<file path="config.mk">
export PLATFORM = sky130hd
export DESIGN_NAME = psum_accumulator_flat
export DESIGN_NICKNAME = d
export VERILOG_FILES = /design/src/rtl/psum_accumulator_pkg.sv /design/src/rtl/psum_accumulator_if.sv /design/src/rtl/psum_sat_add.sv /design/src/rtl/psum_accumulator.sv /design/src/flat_wrapper.sv
export SDC_FILE = /design/constraint.sdc
export NUM_CORES = 2
export LEC_CHECK = 0
export BUFFER_PORTS_ARGS = -buffer_cell sky130_fd_sc_hd__buf_4
export CAP_MARGIN = 20
export CORE_MARGIN = 8
export CORE_UTILIZATION = 40
export DETAILED_ROUTE_END_ITERATION = 8
export PLACE_DENSITY = 0.53
export SYNTH_ARGS = -nofsm -noshare
export SYNTH_HDL_FRONTEND = slang
export SYNTH_HIERARCHICAL = 1
export SYNTH_SLANG_ARGS = --single-unit
</file>
<file path="constraint.sdc">
create_clock -name clk -period 15 [get_ports clk]
set_clock_uncertainty 0.2 [all_clocks]
set_input_delay 0.75 -clock clk [delete_from_list [all_inputs] [get_ports clk]]
set_output_delay 0.75 -clock clk [all_outputs]
set_load 0.01 [all_outputs]
</file>
<file path="src/rtl/psum_accumulator_pkg.sv">
// Shared constants and FSM encoding for the psum accumulator slice.
package psum_accumulator_pkg;

    localparam int PSUM_BW = 16;
    localparam int COL     = 8;
    localparam int DEPTH   = 16;

    typedef enum logic [1:0] {
        ACC_IDLE  = 2'd0,
        ACC_DRAIN = 2'd1,
        ACC_DONE  = 2'd2
    } acc_state_e;

endpackage

</file>
<file path="src/rtl/psum_accumulator_if.sv">
// Command, OFIFO drain and readout signals of the psum accumulator.
interface psum_accumulator_if
    import psum_accumulator_pkg::*;
#(
    parameter int psum_bw = PSUM_BW,
    parameter int col     = COL,
    parameter int depth   = DEPTH
) ();

    logic                       acc_start;
    logic                       first_pass;
    logic                       relu_en;
    logic                       ofifo_valid;
    logic [col*psum_bw-1:0]     ofifo_in;
    logic                       ofifo_rd;
    logic                       rd_en;
    logic [$clog2(depth)-1:0]   rd_addr;
    logic [col*psum_bw-1:0]     rd_data;
    logic                       rd_valid;
    logic                       busy;
    logic                       done;

    modport master (
        output acc_start, first_pass, relu_en, ofifo_valid, ofifo_in, rd_en, rd_addr,
        input  ofifo_rd, rd_data, rd_valid, busy, done
    );

    modport slave (
        input  acc_start, first_pass, relu_en, ofifo_valid, ofifo_in, rd_en, rd_addr,
        output ofifo_rd, rd_data, rd_valid, busy, done
    );

endinterface

</file>
<file path="src/rtl/psum_sat_add.sv">
// One lane: signed add at psum_bw+1 bits, clamped back to psum_bw.
module psum_sat_add #(
    parameter int psum_bw = 16
) (
    input  logic [psum_bw-1:0] a,
    input  logic [psum_bw-1:0] b,
    output logic [psum_bw-1:0] sum
);

    logic [psum_bw:0] wide;

    // NOTE: combinational blocks assign every output on every path, so no latch is inferred.
    always_comb begin
        wide = {a[psum_bw-1], a} + {b[psum_bw-1], b};
        sum  = wide[psum_bw-1:0];
        // Top two bits disagree only when the true sum left the psum_bw range.
        if (wide[psum_bw] != wide[psum_bw-1]) begin
            sum = wide[psum_bw] ? {1'b1, {(psum_bw-1){1'b0}}}
                                : {1'b0, {(psum_bw-1){1'b1}}};
        end
    end

endmodule

</file>
<file path="src/rtl/psum_accumulator.sv">
// Drains one pass of psum vectors from the OFIFO into a per-row buffer,
// accumulating across passes, with registered ReLU readout.
module psum_accumulator
    import psum_accumulator_pkg::*;
#(
    parameter int psum_bw = PSUM_BW,
    parameter int col     = COL,
    parameter int depth   = DEPTH
) (
    input  logic              clk,
    input  logic              reset,
    psum_accumulator_if.slave bus
);

    localparam int CNT_W = $clog2(depth);

    acc_state_e               state, state_nxt;
    logic [CNT_W-1:0]         cnt;
    logic                     first_q, relu_q;
    logic                     pop;
    logic [psum_bw-1:0]       buf_q [depth][col];
    logic [psum_bw-1:0]       sum   [col];
    logic [col*psum_bw-1:0]   rd_next;

    always_ff @(posedge clk) begin
        if (reset) state <= ACC_IDLE;
        else       state <= state_nxt;
    end

    always_comb begin
        state_nxt    = state;
        pop          = 1'b0;
        bus.ofifo_rd = 1'b0;
        bus.busy     = 1'b0;
        bus.done     = 1'b0;
        unique case (state)
            ACC_IDLE: begin
                if (bus.acc_start) state_nxt = ACC_DRAIN;
            end
            ACC_DRAIN: begin
                bus.busy     = 1'b1;
                pop          = bus.ofifo_valid;
                bus.ofifo_rd = bus.ofifo_valid;
                if (pop && cnt == CNT_W'(depth - 1)) state_nxt = ACC_DONE;
            end
            ACC_DONE: begin
                bus.done  = 1'b1;
                state_nxt = ACC_IDLE;
            end
            default: state_nxt = ACC_IDLE;
        endcase
    end

    for (genvar l = 0; l < col; l++) begin : g_lane
        psum_sat_add #(.psum_bw(psum_bw)) u_sat_add (
            .a   (buf_q[cnt][l]),
            .b   (bus.ofifo_in[l*psum_bw +: psum_bw]),
            .sum (sum[l])
        );
    end

    always_comb begin
        rd_next = '0;
        for (int l = 0; l < col; l++) begin
            if (!(relu_q && buf_q[bus.rd_addr][l][psum_bw-1]))
                rd_next[l*psum_bw +: psum_bw] = buf_q[bus.rd_addr][l];
        end
    end

    // NOTE: the buffer is a flop array, not a RAM macro, because reset must clear every entry.
    // NOTE: sequential state uses non-blocking assignments so all flops update from pre-edge values.
    always_ff @(posedge clk) begin
        if (reset) begin
            cnt          <= '0;
            first_q      <= 1'b0;
            relu_q       <= 1'b0;
            bus.rd_valid <= 1'b0;
            bus.rd_data  <= '0;
            for (int e = 0; e < depth; e++)
                for (int l = 0; l < col; l++)
                    buf_q[e][l] <= '0;
        end else begin
            bus.rd_valid <= 1'b0;
            if (state == ACC_IDLE) begin
                if (bus.acc_start) begin
                    first_q <= bus.first_pass;
                    relu_q  <= bus.relu_en;
                    cnt     <= '0;
                end
                // Reads use the pre-pass flags and contents even alongside acc_start.
                if (bus.rd_en) begin
                    bus.rd_valid <= 1'b1;
                    bus.rd_data  <= rd_next;
                end
            end
            if (pop) begin
                for (int l = 0; l < col; l++)
                    buf_q[cnt][l] <= first_q ? bus.ofifo_in[l*psum_bw +: psum_bw] : sum[l];
                cnt <= cnt + CNT_W'(1);
            end
        end
    end

endmodule

</file>
<file path="src/flat_wrapper.sv">
// flat-port wrapper written by rule: the top's interface ports become plain ports
module psum_accumulator_flat import psum_accumulator_pkg::*;
#(
    parameter int psum_bw = PSUM_BW,
    parameter int col     = COL,
    parameter int depth   = DEPTH
)
  (clk, reset, bus_acc_start, bus_first_pass, bus_relu_en, bus_ofifo_valid, bus_ofifo_in, bus_rd_en, bus_rd_addr, bus_ofifo_rd, bus_rd_data, bus_rd_valid, bus_busy, bus_done);
  psum_accumulator_if #(.psum_bw(psum_bw), .col(col), .depth(depth)) bus_i ();
  input  logic clk;
  input  logic reset;
  input wire logic [$bits(bus_i.acc_start)-1:0] bus_acc_start;
  input wire logic [$bits(bus_i.first_pass)-1:0] bus_first_pass;
  input wire logic [$bits(bus_i.relu_en)-1:0] bus_relu_en;
  input wire logic [$bits(bus_i.ofifo_valid)-1:0] bus_ofifo_valid;
  input wire logic [$bits(bus_i.ofifo_in)-1:0] bus_ofifo_in;
  input wire logic [$bits(bus_i.rd_en)-1:0] bus_rd_en;
  input wire logic [$bits(bus_i.rd_addr)-1:0] bus_rd_addr;
  output wire logic [$bits(bus_i.ofifo_rd)-1:0] bus_ofifo_rd;
  output wire logic [$bits(bus_i.rd_data)-1:0] bus_rd_data;
  output wire logic [$bits(bus_i.rd_valid)-1:0] bus_rd_valid;
  output wire logic [$bits(bus_i.busy)-1:0] bus_busy;
  output wire logic [$bits(bus_i.done)-1:0] bus_done;
  assign bus_i.acc_start = bus_acc_start;
  assign bus_i.first_pass = bus_first_pass;
  assign bus_i.relu_en = bus_relu_en;
  assign bus_i.ofifo_valid = bus_ofifo_valid;
  assign bus_i.ofifo_in = bus_ofifo_in;
  assign bus_i.rd_en = bus_rd_en;
  assign bus_i.rd_addr = bus_rd_addr;
  assign bus_ofifo_rd = bus_i.ofifo_rd;
  assign bus_rd_data = bus_i.rd_data;
  assign bus_rd_valid = bus_i.rd_valid;
  assign bus_busy = bus_i.busy;
  assign bus_done = bus_i.done;
  psum_accumulator #(.psum_bw(psum_bw), .col(col), .depth(depth)) u_core (.clk(clk), .reset(reset), .bus(bus_i));
endmodule
</file>
-- Word-level counts from Yosys, hierarchy flattened
Memory sizes are Yosys's and may differ from the RTL's. A register that Yosys moved wholly into a read port is not among the register bits.
Cells that the tools add are included.
- logic and storage cells: 100
- memories kept: 1
- output and inout port bits: 132
- bits in registers: 137
- memory bits (writable): 2048
- bitwise gates (word level): 1
- mux-type cells: 52
- add/sub/neg operators: 9
- eq/ne operators: 13
- reductions and logical operators: 18
- memories (memory ; depth ; bits a word ; read ports ; clocked after Yosys merged registers in ; write ports ; line ; text):
    u_core.buf_q ; 16 ; 128 ; 2 ; 1 ; 16 ; psum_accumulator.sv:21 ; logic [psum_bw-1:0] buf_q [depth][col];
- operator list (cell ; count):
    $mux W16 ; 32
    $add A16 B16 Y17 ; 8
    $mux W128 ; 1
    $reduce_or A128 Y1 ; 1
    $mux W4 ; 6
    $mux W1 ; 10
    $logic_and A1 B1 Y1 ; 9
    $ne A1 B1 Y1 ; 8
    $reduce_and A2 Y1 ; 4
    $add A4 B1 Y4 const B ; 1
    $eq A4 B4 Y1 const B ; 1
    $mux W2 ; 2
    $pmux W2 S2 ; 1
    $reduce_bool A2 Y1 ; 2
    $eq A2 B1 Y1 const B ; 1
    $eq A2 B2 Y1 const B ; 1
    $logic_not A2 Y1 ; 1
    $ne A2 B1 Y1 const B ; 1
    $ne A2 B2 Y1 const B ; 1
    $reduce_or A2 Y1 ; 1
    $not A1 Y1 ; 1

-- Longest topological paths before layout
- depth after elaboration: 7
- depth in mapped cells: 20
- gate-level depth less buffers: 15

-- By module
Netlist, hierarchy kept.
- by module, submodules not included (module ; times used ; area an instance (µm²) ; sequential area each (µm²) ; cells each):
    psum_accumulator ; 1 ; 107916.0 ; 64321.7 ; 7119
    psum_sat_add ; 8 ; 1139.8 ; 0.0 ; 150

-- Least setup slack after synthesis
No wires, ideal clock.
- path type: flip-flop to flip-flop
- from: register with a tool-made name
- to: memory u_core/buf_q[0][18] (netlist bit), data pin
- stages on the path, launching flop included: 20
- path slack: 9.865 ns
- library setup time: 0.266 ns
- arrival time: 4.669 ns
- path buffers: 5
- cells stage by stage: dfxtp_1 > buf_2 > buf_2 > buf_1 > mux4_2 > mux4_2 > ha_1 > inv_1 > fa_1 > nor2b_4 > o31ai_2 > a21oi_2 > o2111ai_1 > and3_1 > buf_6 > mux2i_4 > maj3_1 > mux2i_1 > clkbuf_1 > nor2_1
- RTL lines (item ; line):
    end, declared ; psum_accumulator.sv:21

==> qor.yml <==
global_route:
  globalRouteMet1Util_pct: 34.5
  grt_use_met2_pct: 43.6
  grt_first_pass_wirelength_mm: 584
  grt_use_met3_pct: 3.87
  grt_start_max_net_pins: 114
  antenna_found_initial: 7
  busiest_layer: "met2"
  grt_pass1_vias: 79100
  grt_usage_pct: 25.9
  grt.overflow.total: 0
clocking:
  clkTransAtPathRegs_ns: 0.07
  clockRootBuffer: "clkbuf_16"
  cts_tree: "done"
  cts_hold_buf: 6
  clk_latency_ns: 0.89
  h-tree-depth: 5
  ctsResizeCount: 0
  cts_buffers: 264
  clkSinkCount: 2189
  clk_path_buf_depth: 4
  post-cts-setup-buffer-count: 0
critical_path:
  required_ns: 15.39
  cp.arrival_ns: 7.74
  regToRegSetupSlack_ns: 7.65
  worst-path-max-fanout: 94
  crit_type: "reg2reg"
  critPathLaunchType: "register"
  critPathCaptureType: "register"
  reg2regPathDepth: 16
timing:
  maxSlewHeadroom_pct: 20.7
  fin_ws_ns: 7.65
  final_hold_viol_count: 0
  rsz0062_at_grt: "false"
  worst_pin_slew_ns: 1.19
  timing.final.crit_share_pct: 49.0
  finalSetupViolCount: 0
  fmax_ghz: 0.136
  tns_ns: 0
  final_max_slew_viol_count: 0
  min_period_ns: 7.35
synth:
  synthDistinctLibCells: 60
  synth.avg_cell_area_um2: 14.1
  ys_seq_elements: 2189
  yosysWarnings: 6
  syn_inst: 8319
  synth_area_um2: 117000
  synth_edf_count: 2048
  ys.flop_type: "edfxtp_1"
  seq_area_frac_synth_pct: 55.0
  ys_async_sr_fraction_pct: 0
  synth_nets: 8598
floorplan:
  ios: 271
  die_area_um2: 310000
  core_area_um2: 291000
  die_h_um: 557
  initial_utilization_pct: 40.2
  die_w_um: 557
  row_count: 198
drt:
  avgRoutedWirePerCell_um: 33.1
  ant_nets: 0
  avgViaCountPerCell: 6.23
  wl_mm: 412
  vias: 77600
  firstDrtPassIters: 8
  drtIter0Drc: 8973
  drc: 0
hold_path:
  hold_path_depth: 3
  hold_path_class: "in2reg"
  worstHoldStart: "bus_ofifo_in[60]"
power_and_ir_drop:
  internal_power_mw: 11.6
  leakage_nw: 46.0
  power_frac_seq_pct: 43.3
  clkPwrFrac_pct: 38.6
  switching_power_mw: 4.63
  switching_share_pct: 28.5
  power_density_nw_per_um2: 123
  p_comb_share_pct: 18.1
  max-vdd-ir-drop_mv: 0.0885
finish:
  final_common_cell: "nor2_1"
  final_cell_mix: "2134 x nor2_1, 2048 x edfxtp_1, 1180 x mux4_2"
  drive_gt1_share_pct: 26.3
  finalInstanceArea_um2: 131000
  syn_to_final_growth_pct: 12.3
  nNetsFinal: 8637
placement:
  numPortBuffers: 270
  gp_congestion: 0.836
  dpl_cell_area_um2: 123000
  post-place-ws_ns: 7.62
  dp_hpwl_mm: 224
run_status:
  outcome: "finished clean"
job:
  max-cap-violations: 0
-- logic make-up (layout without fill, tap and decap cells) --
| group | Yosys count | after routing | synth area share, % |
|---|---|---|---|
| DFF | 2189 | 2189 | 55.0 |
| adders and majority gates | 204 | 204 | 2.11 |
| xor gates and xnor gates | 112 | 112 | 0.966 |
| AOI/OAI and AO/OA | 809 | 809 | 4.40 |
| buffers and inverters | 919 | 1154 | 3.49 |
| other | 0 | 3 | 0 |
| and+or+nand+nor | 2642 | 2642 | 9.01 |
| muxes | 1444 | 1444 | 25.1 |
-- power by group through the flow --
stage	Clock, mW	Sequential (mW)	Combinational (mW)
floorplan	0	7.14	1.93
global placement	0	7.13	2.85
detailed placement	0	7.15	2.92
CTS	6.38	7.02	2.93
global route	6.60	7.05	3.13
finish	6.26	7.02	2.94
-- synth_stat cells, types with 14 or more instances --
cell type,number,share of area (%)
buf_1,54,0.17
inv_1,160,0.51
nand3_1,31,0.13
a211oi_1,51,0.33
ha_1,132,1.4
buf_6,49,0.47
a22oi_1,24,0.15
a21o_1,40,0.26
a21oi_1,270,1.2
clkbuf_1,485,1.6
mux4_2,1180,23
nand2_1,299,0.96
nor2b_1,54,0.29
nand2b_1,28,0.15
edfxtp_1,2048,53
nor2_1,2134,6.8
o21ai_0,125,0.53
o21bai_1,40,0.26
o21ai_1,115,0.49
xor2_1,24,0.18
o32a_1,50,0.43
mux2i_1,250,2.1
nor3_1,20,0.086
buf_4,14,0.090
maj3_2,16,0.15
maj3_1,48,0.41
dfxtp_1,141,2.4
nor3_2,16,0.14
buf_2,155,0.66
xnor2_1,80,0.60
and3_1,16,0.086
nand4_1,14,0.075
-- through the flow --
step           cells  hold slack (ns)  util (%)  power [mW]
6_report       12500           0.0636      45.1        16.2
5_1_grt        12500           0.0566      45.1        16.8
4_1_cts        12400          0.00823      45.1        16.3
3_5_place_dp   12000            0.237      42.3        10.1
3_3_place_gp   11900            0.233      42.2        9.98
2_1_floorplan   8319            0.269         -        9.06
-- final cells by class --
cell class / instances / area, um^2
antenna: 3 / 7.51
multi-input combinational: 5211 / 49000
fill: 25800 / 160000
inverter: 160 / 601
clock inverter: 122 / 1120
clock buffer: 340 / 7090
timing repair buffer: 532 / 4340
tap: 3900 / 4880
sequential: 2189 / 64300
-- critical path, cell delays in order, from the launching register on --
cell       delay (ns)
dfxtp_4          0.83
buf_12           0.64
buf_12           0.75
mux4_2           0.58
nor2b_1          0.15
a211oi_1         0.33
a21oi_1          0.23
ha_1             0.49
and3_1           0.26
nand2_1          0.09
a21oi_2          0.06
o2111ai_1        0.19
and3_1           0.45
mux2i_4          0.26
maj3_1           0.44
mux2i_2          0.84
nor2_1           0.09
-- state kept, by name, summed over array words and instances (netlist names), named ones only --
signal               count
u_core/cnt               4
u_core/state             2
u_core/first_q           1
u_core/buf_q          2048
u_core/bus.rd_data     128
u_core/relu_q            1
u_core/bus.rd_valid      1
-- routing by layer --
layer / vias to the layer above / wire length (um)
met4: 0 / 15800
met2: 4001 / 200000
li1: 31800 / -
met1: 41100 / 162000
met3: 696 / 34000
met5: - / 0
-- path summary, 6_finish.rpt --
| check | end |
|---|---|
| hold / removal | u_core/buf_q[4][76] |
| setup reg to reg | u_core/buf_q[11][12] |
| setup / recovery | u_core/buf_q[11][12] |
| hold reg to reg | u_core/bus.rd_data[21] |
Note: power is estimated with default switching activity, not from simulation.
